### src/rtl/core_sequencer_if.sv
// Instruction- and data-memory handshake bundle for the core sequencer.
// The sequencer is the master; memories (or a bench) take the slave side.
interface core_sequencer_if;
  logic        imem_req;
  logic        imem_ack;
  logic [31:0] imem_rdata;
  logic        dmem_req;
  logic        dmem_we;
  logic        dmem_ack;

  modport master (
    output imem_req,
    input  imem_ack,
    input  imem_rdata,
    output dmem_req,
    output dmem_we,
    input  dmem_ack
  );

  modport slave (
    input  imem_req,
    output imem_ack,
    output imem_rdata,
    input  dmem_req,
    input  dmem_we,
    output dmem_ack
  );
endinterface

### src/rtl/core_sequencer.sv
// Multi-cycle control FSM for the simple RISC-V core: fetch, decode, execute,
// optional data access, write-back. Resolves branches from the ALU ZCNV flags
// and traps into a sticky HALT on an illegal type, illegal branch funct3, or a
// memory handshake that outlives TIMEOUT request cycles.
module core_sequencer #(
  parameter int unsigned TIMEOUT   = 16,
  parameter int unsigned INSTRET_W = 32
) (
  input  logic                 clk,
  input  logic                 rst,
  core_sequencer_if.master     mem,
  output logic [31:0]          ir,
  input  logic [3:0]           inst_type,
  input  logic [2:0]           fun3,
  input  logic [3:0]           zcnv,
  output logic                 pc_en,
  output logic                 take_imm,
  output logic                 rf_we,
  output logic [2:0]           state,
  output logic [INSTRET_W-1:0] instret,
  output logic                 trap
);

  typedef enum logic [2:0] {
    S_FETCH  = 3'd0,
    S_DECODE = 3'd1,
    S_EXEC   = 3'd2,
    S_MEM    = 3'd3,
    S_WB     = 3'd4,
    S_HALT   = 3'd7
  } state_t;

  // Last count value before the limit: a miss on this cycle is the TIMEOUT-th.
  localparam logic [7:0] TMO_LAST = 8'(TIMEOUT - 1);

  state_t      state_q, state_d;
  logic        imem_req_q;
  logic [7:0]  tmo_cnt;
  logic [3:0]  type_q;
  logic [2:0]  fun3_q;
  logic        take_imm_r;
  logic        take_dec;
  logic        trap_set;

  logic flag_z, flag_c, flag_n, flag_v;
  assign {flag_z, flag_c, flag_n, flag_v} = zcnv;

  // A fetch completes only while the request is actually presented.
  logic fetch_done, mem_done, req_active, ack_now, tmo_hit;
  assign fetch_done = (state_q == S_FETCH) && imem_req_q && mem.imem_ack;
  assign mem_done   = (state_q == S_MEM) && mem.dmem_ack;
  assign req_active = ((state_q == S_FETCH) && imem_req_q) || (state_q == S_MEM);
  assign ack_now    = fetch_done || mem_done;
  // An ack on the limit cycle wins over the timeout.
  assign tmo_hit    = req_active && !ack_now && (tmo_cnt == TMO_LAST);

  // State register.
  always_ff @(posedge clk) begin
    // NOTE: sequential state uses non-blocking assignments so every register
    // samples the pre-edge values, independent of process ordering.
    if (rst) state_q <= S_FETCH;
    else     state_q <= state_d;
  end

  // Next-state logic and branch resolution.
  always_comb begin
    // NOTE: every output of a combinational block gets a default first;
    // a path that leaves one unassigned would infer a latch.
    state_d  = state_q;
    take_dec = 1'b0;

    unique case (type_q)
      4'd5, 4'd7, 4'd8: take_dec = 1'b1;
      4'd6: begin
        unique case (fun3_q)
          3'b000:  take_dec = flag_z;
          3'b001:  take_dec = !flag_z;
          3'b100:  take_dec = flag_n ^ flag_v;
          3'b101:  take_dec = !(flag_n ^ flag_v);
          3'b110:  take_dec = flag_c;
          3'b111:  take_dec = !flag_c;
          default: take_dec = 1'b0;
        endcase
      end
      default: take_dec = 1'b0;
    endcase

    unique case (state_q)
      S_FETCH: begin
        if (fetch_done)   state_d = S_DECODE;
        else if (tmo_hit) state_d = S_HALT;
      end
      S_DECODE: state_d = (inst_type > 4'd8) ? S_HALT : S_EXEC;
      S_EXEC: begin
        if (type_q == 4'd6 && fun3_q[2:1] == 2'b01)   state_d = S_HALT;
        else if (type_q == 4'd0 || type_q == 4'd2)    state_d = S_MEM;
        else                                          state_d = S_WB;
      end
      S_MEM: begin
        if (mem_done)     state_d = S_WB;
        else if (tmo_hit) state_d = S_HALT;
      end
      S_WB:    state_d = S_FETCH;
      S_HALT:  state_d = S_HALT;
      default: state_d = S_FETCH;
    endcase
  end

  // Every way into HALT is a fault.
  assign trap_set = (state_d == S_HALT) && (state_q != S_HALT);

  // Datapath registers: fetch request, timeout counter, IR, decoded fields,
  // branch decision, retire counter and sticky trap.
  always_ff @(posedge clk) begin
    if (rst) begin
      imem_req_q <= 1'b0;
      tmo_cnt    <= 8'd0;
      ir         <= 32'd0;
      type_q     <= 4'd0;
      fun3_q     <= 3'd0;
      take_imm_r <= 1'b0;
      instret    <= '0;
      trap       <= 1'b0;
    end else begin
      // Registered so the request is low on the cycle right after reset.
      imem_req_q <= (state_d == S_FETCH);

      if (state_d != state_q)        tmo_cnt <= 8'd0;
      else if (req_active && !ack_now) tmo_cnt <= tmo_cnt + 8'd1;

      if (fetch_done) ir <= mem.imem_rdata;

      if (state_q == S_DECODE) begin
        type_q <= inst_type;
        fun3_q <= fun3;
      end

      if (state_q == S_EXEC) take_imm_r <= take_dec;
      if (state_q == S_WB)   instret    <= instret + INSTRET_W'(1);
      if (trap_set)          trap       <= 1'b1;
    end
  end

  // Moore outputs decoded from the current state.
  always_comb begin
    pc_en        = (state_q == S_WB);
    take_imm     = (state_q == S_WB) && take_imm_r;
    rf_we        = 1'b0;
    if (state_q == S_WB) begin
      unique case (type_q)
        4'd0, 4'd1, 4'd3, 4'd4, 4'd5, 4'd7, 4'd8: rf_we = 1'b1;
        default:                                  rf_we = 1'b0;
      endcase
    end
    mem.imem_req = imem_req_q;
    mem.dmem_req = (state_q == S_MEM);
    mem.dmem_we  = (state_q == S_MEM) && (type_q == 4'd2);
    state        = state_q;
  end

endmodule

### src/flat_wrapper.sv
// flat-port wrapper written by rule: the top's interface ports become plain ports
module core_sequencer_flat 
#(
  parameter int unsigned TIMEOUT   = 16,
  parameter int unsigned INSTRET_W = 32
)
  (clk, rst, ir, inst_type, fun3, zcnv, pc_en, take_imm, rf_we, state, instret, trap, mem_imem_req, mem_imem_ack, mem_imem_rdata, mem_dmem_req, mem_dmem_we, mem_dmem_ack);
  core_sequencer_if mem_i ();
  input  logic clk;
  input  logic rst;
  output logic [31:0] ir;
  input  logic [3:0] inst_type;
  input  logic [2:0] fun3;
  input  logic [3:0] zcnv;
  output logic pc_en;
  output logic take_imm;
  output logic rf_we;
  output logic [2:0] state;
  output logic [INSTRET_W-1:0] instret;
  output logic trap;
  output wire logic [$bits(mem_i.imem_req)-1:0] mem_imem_req;
  input wire logic [$bits(mem_i.imem_ack)-1:0] mem_imem_ack;
  input wire logic [$bits(mem_i.imem_rdata)-1:0] mem_imem_rdata;
  output wire logic [$bits(mem_i.dmem_req)-1:0] mem_dmem_req;
  output wire logic [$bits(mem_i.dmem_we)-1:0] mem_dmem_we;
  input wire logic [$bits(mem_i.dmem_ack)-1:0] mem_dmem_ack;
  assign mem_imem_req = mem_i.imem_req;
  assign mem_i.imem_ack = mem_imem_ack;
  assign mem_i.imem_rdata = mem_imem_rdata;
  assign mem_dmem_req = mem_i.dmem_req;
  assign mem_dmem_we = mem_i.dmem_we;
  assign mem_i.dmem_ack = mem_dmem_ack;
  core_sequencer #(.TIMEOUT(TIMEOUT), .INSTRET_W(INSTRET_W)) u_core (.clk(clk), .rst(rst), .mem(mem_i), .ir(ir), .inst_type(inst_type), .fun3(fun3), .zcnv(zcnv), .pc_en(pc_en), .take_imm(take_imm), .rf_we(rf_we), .state(state), .instret(instret), .trap(trap));
endmodule
### config.mk
export PLATFORM = sky130hd
export DESIGN_NAME = core_sequencer_flat
export DESIGN_NICKNAME = d
export VERILOG_FILES = /design/src/rtl/core_sequencer_if.sv /design/src/rtl/core_sequencer.sv /design/src/flat_wrapper.sv
export SDC_FILE = /design/constraint.sdc
export NUM_CORES = 1
export LEC_CHECK = 0
export ABC_AREA = 1
export CORE_MARGIN = 8
export CORE_UTILIZATION = 33
export CTS_BUF_LIST = sky130_fd_sc_hd__clkbuf_4
export DETAILED_ROUTE_END_ITERATION = 8
export GPL_ROUTABILITY_DRIVEN = 0
export SLEW_MARGIN = 10
export SYNTH_ARGS = -nofsm -noshare
export SYNTH_HDL_FRONTEND = slang
export SYNTH_SLANG_ARGS = --single-unit
### constraint.sdc
create_clock -name clk -period 1.52 [get_ports clk]
set_input_delay 0.152 -clock clk [delete_from_list [all_inputs] [get_ports clk]]
set_output_delay 0.152 -clock clk [all_outputs]
set_load 0.02 [all_outputs]
# Yosys cells after proc, flatten, opt, wreduce, memory -nomap -nowiden
# Cells that the tools add are included.
[op_classes]
add_sub_neg = 2
order_cmp = 1
n_eq_ne = 23
muxes = 11
n_bitwise = 1
n_reduce_logical = 23
[ops]
columns = ["cell", "count"]
rows = [
  ["adder 32 x 1 -> 32 bit, second input constant", 1],
  ["equality test 3 bit, second input constant", 7],
  ["2-to-1 mux 3 bit", 6],
  ["equality test 4 x 3 -> 1 bit, second input constant", 4],
  ["one-hot mux 3 bit (5 select lines)", 1],
  ["logical AND 1 bit", 9],
  ["logical NOT 3 bit", 3],
  ["adder 8 x 1 -> 8 bit, second input constant", 1],
  ["equality test 4 x 2 -> 1 bit, second input constant", 2],
  ["equality test 8 x 4 -> 1 bit, second input constant", 1],
  ["OR reduction 7 bit", 1],
  ["equality test 3 x 1 -> 1 bit, second input constant", 2],
  ["equality test 3 x 2 -> 1 bit, second input constant", 2],
  ["one-hot mux 1 bit (6 select lines)", 1],
  ["equality test 4 x 1 -> 1 bit, second input constant", 1],
  ["equality test 4 bit, second input constant", 1],
  ["greater-than comparator 4 bit, second input constant", 1],
  ["logical NOT 1 bit", 4],
  ["logical NOT 4 bit", 1],
  ["logical OR 1 bit", 3],
  ["inequality test 3 bit", 1],
  ["inequality test 3 bit, second input constant", 1],
  ["OR reduction 3 bit", 1],
  ["equality test 2 x 1 -> 1 bit, second input constant", 1],
  ["other kinds (4)", 5],
]
[word_totals]
reg_bits = 85
out_inout_bits = 74

# Longest topological paths before layout
[logic_depth]
ltp_word = 12
ltp_mapped = 13
ltp_nobuf = 13

# Worst setup path after synthesis
# No wires, ideal clock.
[synth_timing]
path_kind = "flip-flop to flip-flop"
start = "reg u_core.state_q[0] (netlist: u_core.state[0])"
end = "reg u_core.tmo_cnt[7]"
setup_ns = 0.063
arrival_time_ns = 1.650
setup_slack_ns = -0.193
path_stages_with_launch = 12
n_path_buf = 0
path_cell_list = "dfxtp_1 nand2_2 nor2_4 nand2_2 nand2_4 nand2_4 nor2_4 nand3_2 nor2_2 xor2_1 inv_1 nor2_2"
[synth_via]
elab_cells_between_ends = 19
cone_classes = "5 x eq/ne; 4 x mux; 10 x reduce/logical"
[synth_rtl]
columns = ["item", "line", "text"]
rows = [
  ["from (decl)", "core_sequencer.sv:36", "state_t state_q, state_d;"],
  ["from (signal assigned)", "core_sequencer.sv:62", "else state_q <= state_d;"],
  ["equality test 3 x 2 -> 1 bit *", "--", ""],
  ["via mem_dmem_req", "flat_wrapper.sv:24", "output wire logic [$bits(mem_i.dmem_req)-1:0] mem_dmem_req;"],
  ["logical AND 1 bit", "core_sequencer.sv:51", "assign mem_done = (state_q == S_MEM) && mem.dmem_ack;"],
  ["logical OR 1 bit", "core_sequencer.sv:53", "assign ack_now = fetch_done || mem_done;"],
  ["logical NOT 1 bit", "core_sequencer.sv:55, core_sequencer.sv:129", ""],
  ["logical AND 1 bit", "core_sequencer.sv:55, core_sequencer.sv:129", ""],
  ["logical AND 1 bit", "core_sequencer.sv:55", "assign tmo_hit = req_active && !ack_now && (tmo_cnt == TMO_LAST);"],
  ["2-to-1 mux 3 bit", "core_sequencer.sv:91, core_sequencer.sv:101", ""],
  ["2-to-1 mux 3 bit, on equally long branches", "core_sequencer.sv:100, core_sequencer.sv:90", ""],
  ["one-hot mux 3 bit (5 select lines)", "core_sequencer.sv:88", "unique case (state_q)"],
  ["inequality test 3 bit", "core_sequencer.sv:128", "if (state_d != state_q) tmo_cnt <= 8'd0;"],
  ["OR reduction 2 bit (no line)", "--", ""],
  ["to (signal assigned)", "core_sequencer.sv:129", "else if (req_active && !ack_now) tmo_cnt <= tmo_cnt + 8'd1;"],
  ["to (decl)", "core_sequencer.sv:38", "logic [7:0] tmo_cnt;"],
]
# The timed path passes the listed nets; every way through them passes the cells marked *.
# A chain may end at the register's enable or synchronous reset.

# Final worst setup path
[layout_timing]
start = "reg u_core.state_q[1] (netlist: u_core.state[1])"
end = "reg u_core.tmo_cnt[0]"
[layout_via]
elab_chain_cells = 12
elab_cells_between_ends = 19
cone_classes = "5 x eq/ne; 4 x mux; 10 x reduce/logical"
[layout_rtl]
columns = ["item", "line", "text"]
rows = [
  ["logical NOT 3 bit", "core_sequencer.sv:50, core_sequencer.sv:52, core_sequencer.sv:88", ""],
  ["logical AND 1 bit", "core_sequencer.sv:50, core_sequencer.sv:52", ""],
  ["logical AND 1 bit", "core_sequencer.sv:50", "assign fetch_done = (state_q == S_FETCH) && imem_req_q && mem.imem_ack;"],
  ["logical OR 1 bit", "core_sequencer.sv:53", ""],
  ["logical NOT 1 bit", "core_sequencer.sv:55, core_sequencer.sv:129", ""],
  ["logical AND 1 bit", "core_sequencer.sv:55, core_sequencer.sv:129", ""],
  ["logical AND 1 bit", "core_sequencer.sv:55", ""],
  ["2-to-1 mux 3 bit", "core_sequencer.sv:91, core_sequencer.sv:101", ""],
  ["2-to-1 mux 3 bit, on equally long branches", "core_sequencer.sv:100, core_sequencer.sv:90", ""],
  ["one-hot mux 3 bit (5 select lines)", "core_sequencer.sv:88", ""],
  ["inequality test 3 bit", "core_sequencer.sv:128", ""],
  ["OR reduction 2 bit (no line)", "--", ""],
]
# Parallel ways exist; a longest one is shown, timed or not.

==> flow_summary_export.csv <==
group,metric,value,unit
run_status,outcome,"finished, violations left",
run_status,violations,"negative setup slack",
sta,tightest_slew,343,ps
worst_setup_path,critical_path.top_delay_family,"simple AND/OR/NAND/NOR gates",
sta,period_share,1.12,
synth,synth_area_leader_cell,"dfxtp_1",
sta,hold_viol_final,0,
floorplan,die_h,128,µm
finish,fin_nets,863,
clocking,cts_made_buffers,9,
synth,synthArstFlopShare,0,
finish,n_fill_cell,1156,
synth,synth_area_leaders,"dfxtp_1 (41%), nand2_1 (8.8%), a21oi_1 (7.4%)",
sta,fin_crit,1700,ps
finish,seq_area,1770,µm²
placement,place_area,6250,µm²
sta,rsz0062_at_grt,"yes",
clocking,cts_tree,"done",
job,cap_viol_max_count,0,
global_routing,grt_remaining_overflow,0,
sta,fin_worst_skew,20.6,ps
clocking,htreeDepth,3,
synth,syn_nets,627,
global_routing,grt_start_max_net_pins,65,
floorplan,rows,41,
floorplan,dieArea,16400,µm²
global_routing,grt.total_usage,0.165,
worst_setup_path,reg2reg_slack,-180,ps
worst_setup_path,startpoint_type,"flip-flop",
synth,netlist.area_leader.share,0.411,
floorplan,fp.dieW,128,µm
finish,area_growth,76.5,%
worst_setup_path,cp_cell_sequence,"buf_6 -> nor2_4 -> nand4_4 -> nand3_2 -> nand2_2 -> nand2_4 -> nand2_4 -> a21oi_4 -> nand3_4 -> nor2_1",
sta,holdWs,259,ps
synth,netlist_area,4140,µm²
clocking,clk_latency,470,ps
power,vdd_ir_drop_max,615,µV
routing,drt_iter0_markers,220,
worst_setup_path,slowest_stage,"dfxtp_4",
global_routing,antenna_found_initial,1,
power,power,7540,µW
worst_setup_path,crit_top_cell,"nand2_4",
finish,multi_input_area,2650,µm²
routing,wl_per_cell,14.6,µm
sta,final_max_slew_viol_count,0,
synth,syn_inst,578,
routing,vias_per_cell,4.66,
clocking,clk_pin_slew,150,ps
routing,drc,0,
synth,synth-edff-count,0,
sta,relSlewSlack,0.771,
routing,ant_nets,0,
global_routing,grt_pass1_wl,21700,µm
power,p_leak,0.00324,µW
hold_path,hold_path.class,"in2reg",
synth,syn_area_per_cell,7.17,µm²
synth,yosys.cell_types.count,38,
power,powerDensity,1030,nW/µm²
synth,synth.yosys.warnings,0,
routing,wl,14500,µm
worst_setup_path,setup.worst_path.class,"reg2reg",
clocking,cts.sinks,85,
floorplan,start_util,0.334,
routing,dr_total_vias,4621,
worst_setup_path,arrival,2100,ps
synth,synthMostInstantiatedCell,"nand2_1",
synth,synth_common_cells,"nand2_1 (97), dfxtp_1 (85), inv_1 (76)",
worst_setup_path,critical_path.max_stage_delay,390,ps
clocking,cts_hold_buf,0,
sta,max_freq,0.590,GHz
global_routing,grt_pass1_vias,4397,
clocking,clock_path_buffers,2,
worst_setup_path,cp-end-kind,"flip-flop",
worst_setup_path,critPathRequiredTime,1920,ps
worst_setup_path,path_max_fanout,8,
finish,drive_above_1_share,0.418,
floorplan,core,12400,µm²
placement,portBuffers,120,
synth,ys.flop_type,"dfxtp_1",
floorplan,ioPinCount,121,
finish,fin_area,7310,µm²
sta,timing.final.ws_setup,-176,ps
routing,drt-pass1-iter-count,4,
synth,ys_seq_area_frac,0.411,
sta,setup-violations-final,59,
worst_setup_path,crit_buf_inv,1,
synth,synth_seq_cells,85,
clocking,cts_root_buf,"clkbuf_4",
placement,dp_hpwl,9970,µm
-- where the power goes --
group / internal [µW] / switching [µW]
combinational: 1550 / 1850
sequential: 2560 / 222
clock: 508 / 862
total: 4610 / 2930
-- worst min-delay path, delay by kind of cell --
family,cells,cell delay [ps]
buffers and inverters,1,410
AOI/OAI and AO/OA,2,150
-- worst paths after layout --
| check | start | endpoint | cells past startpoint |
|---|---|---|---|
| min | mem_imem_rdata[17] | u_core.ir[17] | 3 |
| max | u_core.state[1] | u_core.tmo_cnt[0] | 10 |
| min reg2reg | u_core.ir[14] | u_core.ir[14] | 2 |
| max reg2reg | u_core.state[1] | u_core.tmo_cnt[0] | 10 |
-- sequential cells by signal (all words and copies together) (netlist names) --
name and count:
u_core.fun3_q 3, u_core.instret 32, u_core.ir 32, u_core.mem.imem_req 1, u_core.state 3, u_core.take_imm_r 1
u_core.tmo_cnt 8, u_core.trap 1, u_core.type_q 4
-- metal layers --
| metal | up-vias | wire (µm) | global-route usage |
|---|---|---|---|
| met1 | 2164 | 6190 | 0.200 |
| met3 | 16 | 725 | 0.0408 |
| met5 | - | 0 | 0 |
| li1 | 2340 | - | - |
| met4 | 0 | 246 | 0.0678 |
| met2 | 101 | 7340 | 0.272 |
-- cells in the final DEF (no fill, tap or decap), drive strengths merged, types with 2 or more instances in the layout --
cell and n:
inv 82, nand2 105, buf 130, ha 2, clkinv 4, xor2 17
nor3b 3, nor4 2, nand4 12, clkbuf 16, o21a 3, clkdlybuf4s15 9
dfxtp 85, or2 2, clkdlybuf4s50 46, a21oi 62, dlygate4sd2 54, xnor2 7
nand3 24, o21ai 52, nor2 74, nor3 20
-- final cells by class --
class	count	area share
Multi-Input combinational cell	391	0.363
Timing Repair Buffer	246	0.301
Sequential cell	85	0.242
Inverter	81	0.0443
Tap cell	172	0.0294
Clock inverter	7	0.0101
Clock buffer	9	0.00924
Antenna cell	1	0.000342
-- cells by family after synthesis --
family / after synthesis / synth area share
XOR/XNOR: 24 / 0.0508
flip-flops: 85 / 0.411
buffers and inverters: 102 / 0.0958
multiplexers: 1 / 0.00242
AND/OR/NAND/NOR: 245 / 0.286
AO/OA/AOI/OAI: 119 / 0.148
adder cells (fa/ha/maj): 2 / 0.00604
-- stage by stage --
step / setup WS [ps] / utilization / cells / TNS (ps)
after global routing: -311 / 0.589 / 992 / -10180
after CTS: -183 / 0.535 / 972 / -3400
after detailed placement: -422 / 0.504 / 941 / -6900
final: -176 / 0.589 / 992 / -4780
after global placement: -328 / 0.504 / 941 / -4750
after floorplan: -26.6 / - / 578 / -218
-- repair_timing --
item	in CTS	in global routing
endpoints found under the hold margin	0	0
gates cloned	0	4
buffers inserted	16	19
pin swaps	21	63
setup endpoints to repair	128	94
gates resized for setup	196	168
(Power assumes the default switching activity.)
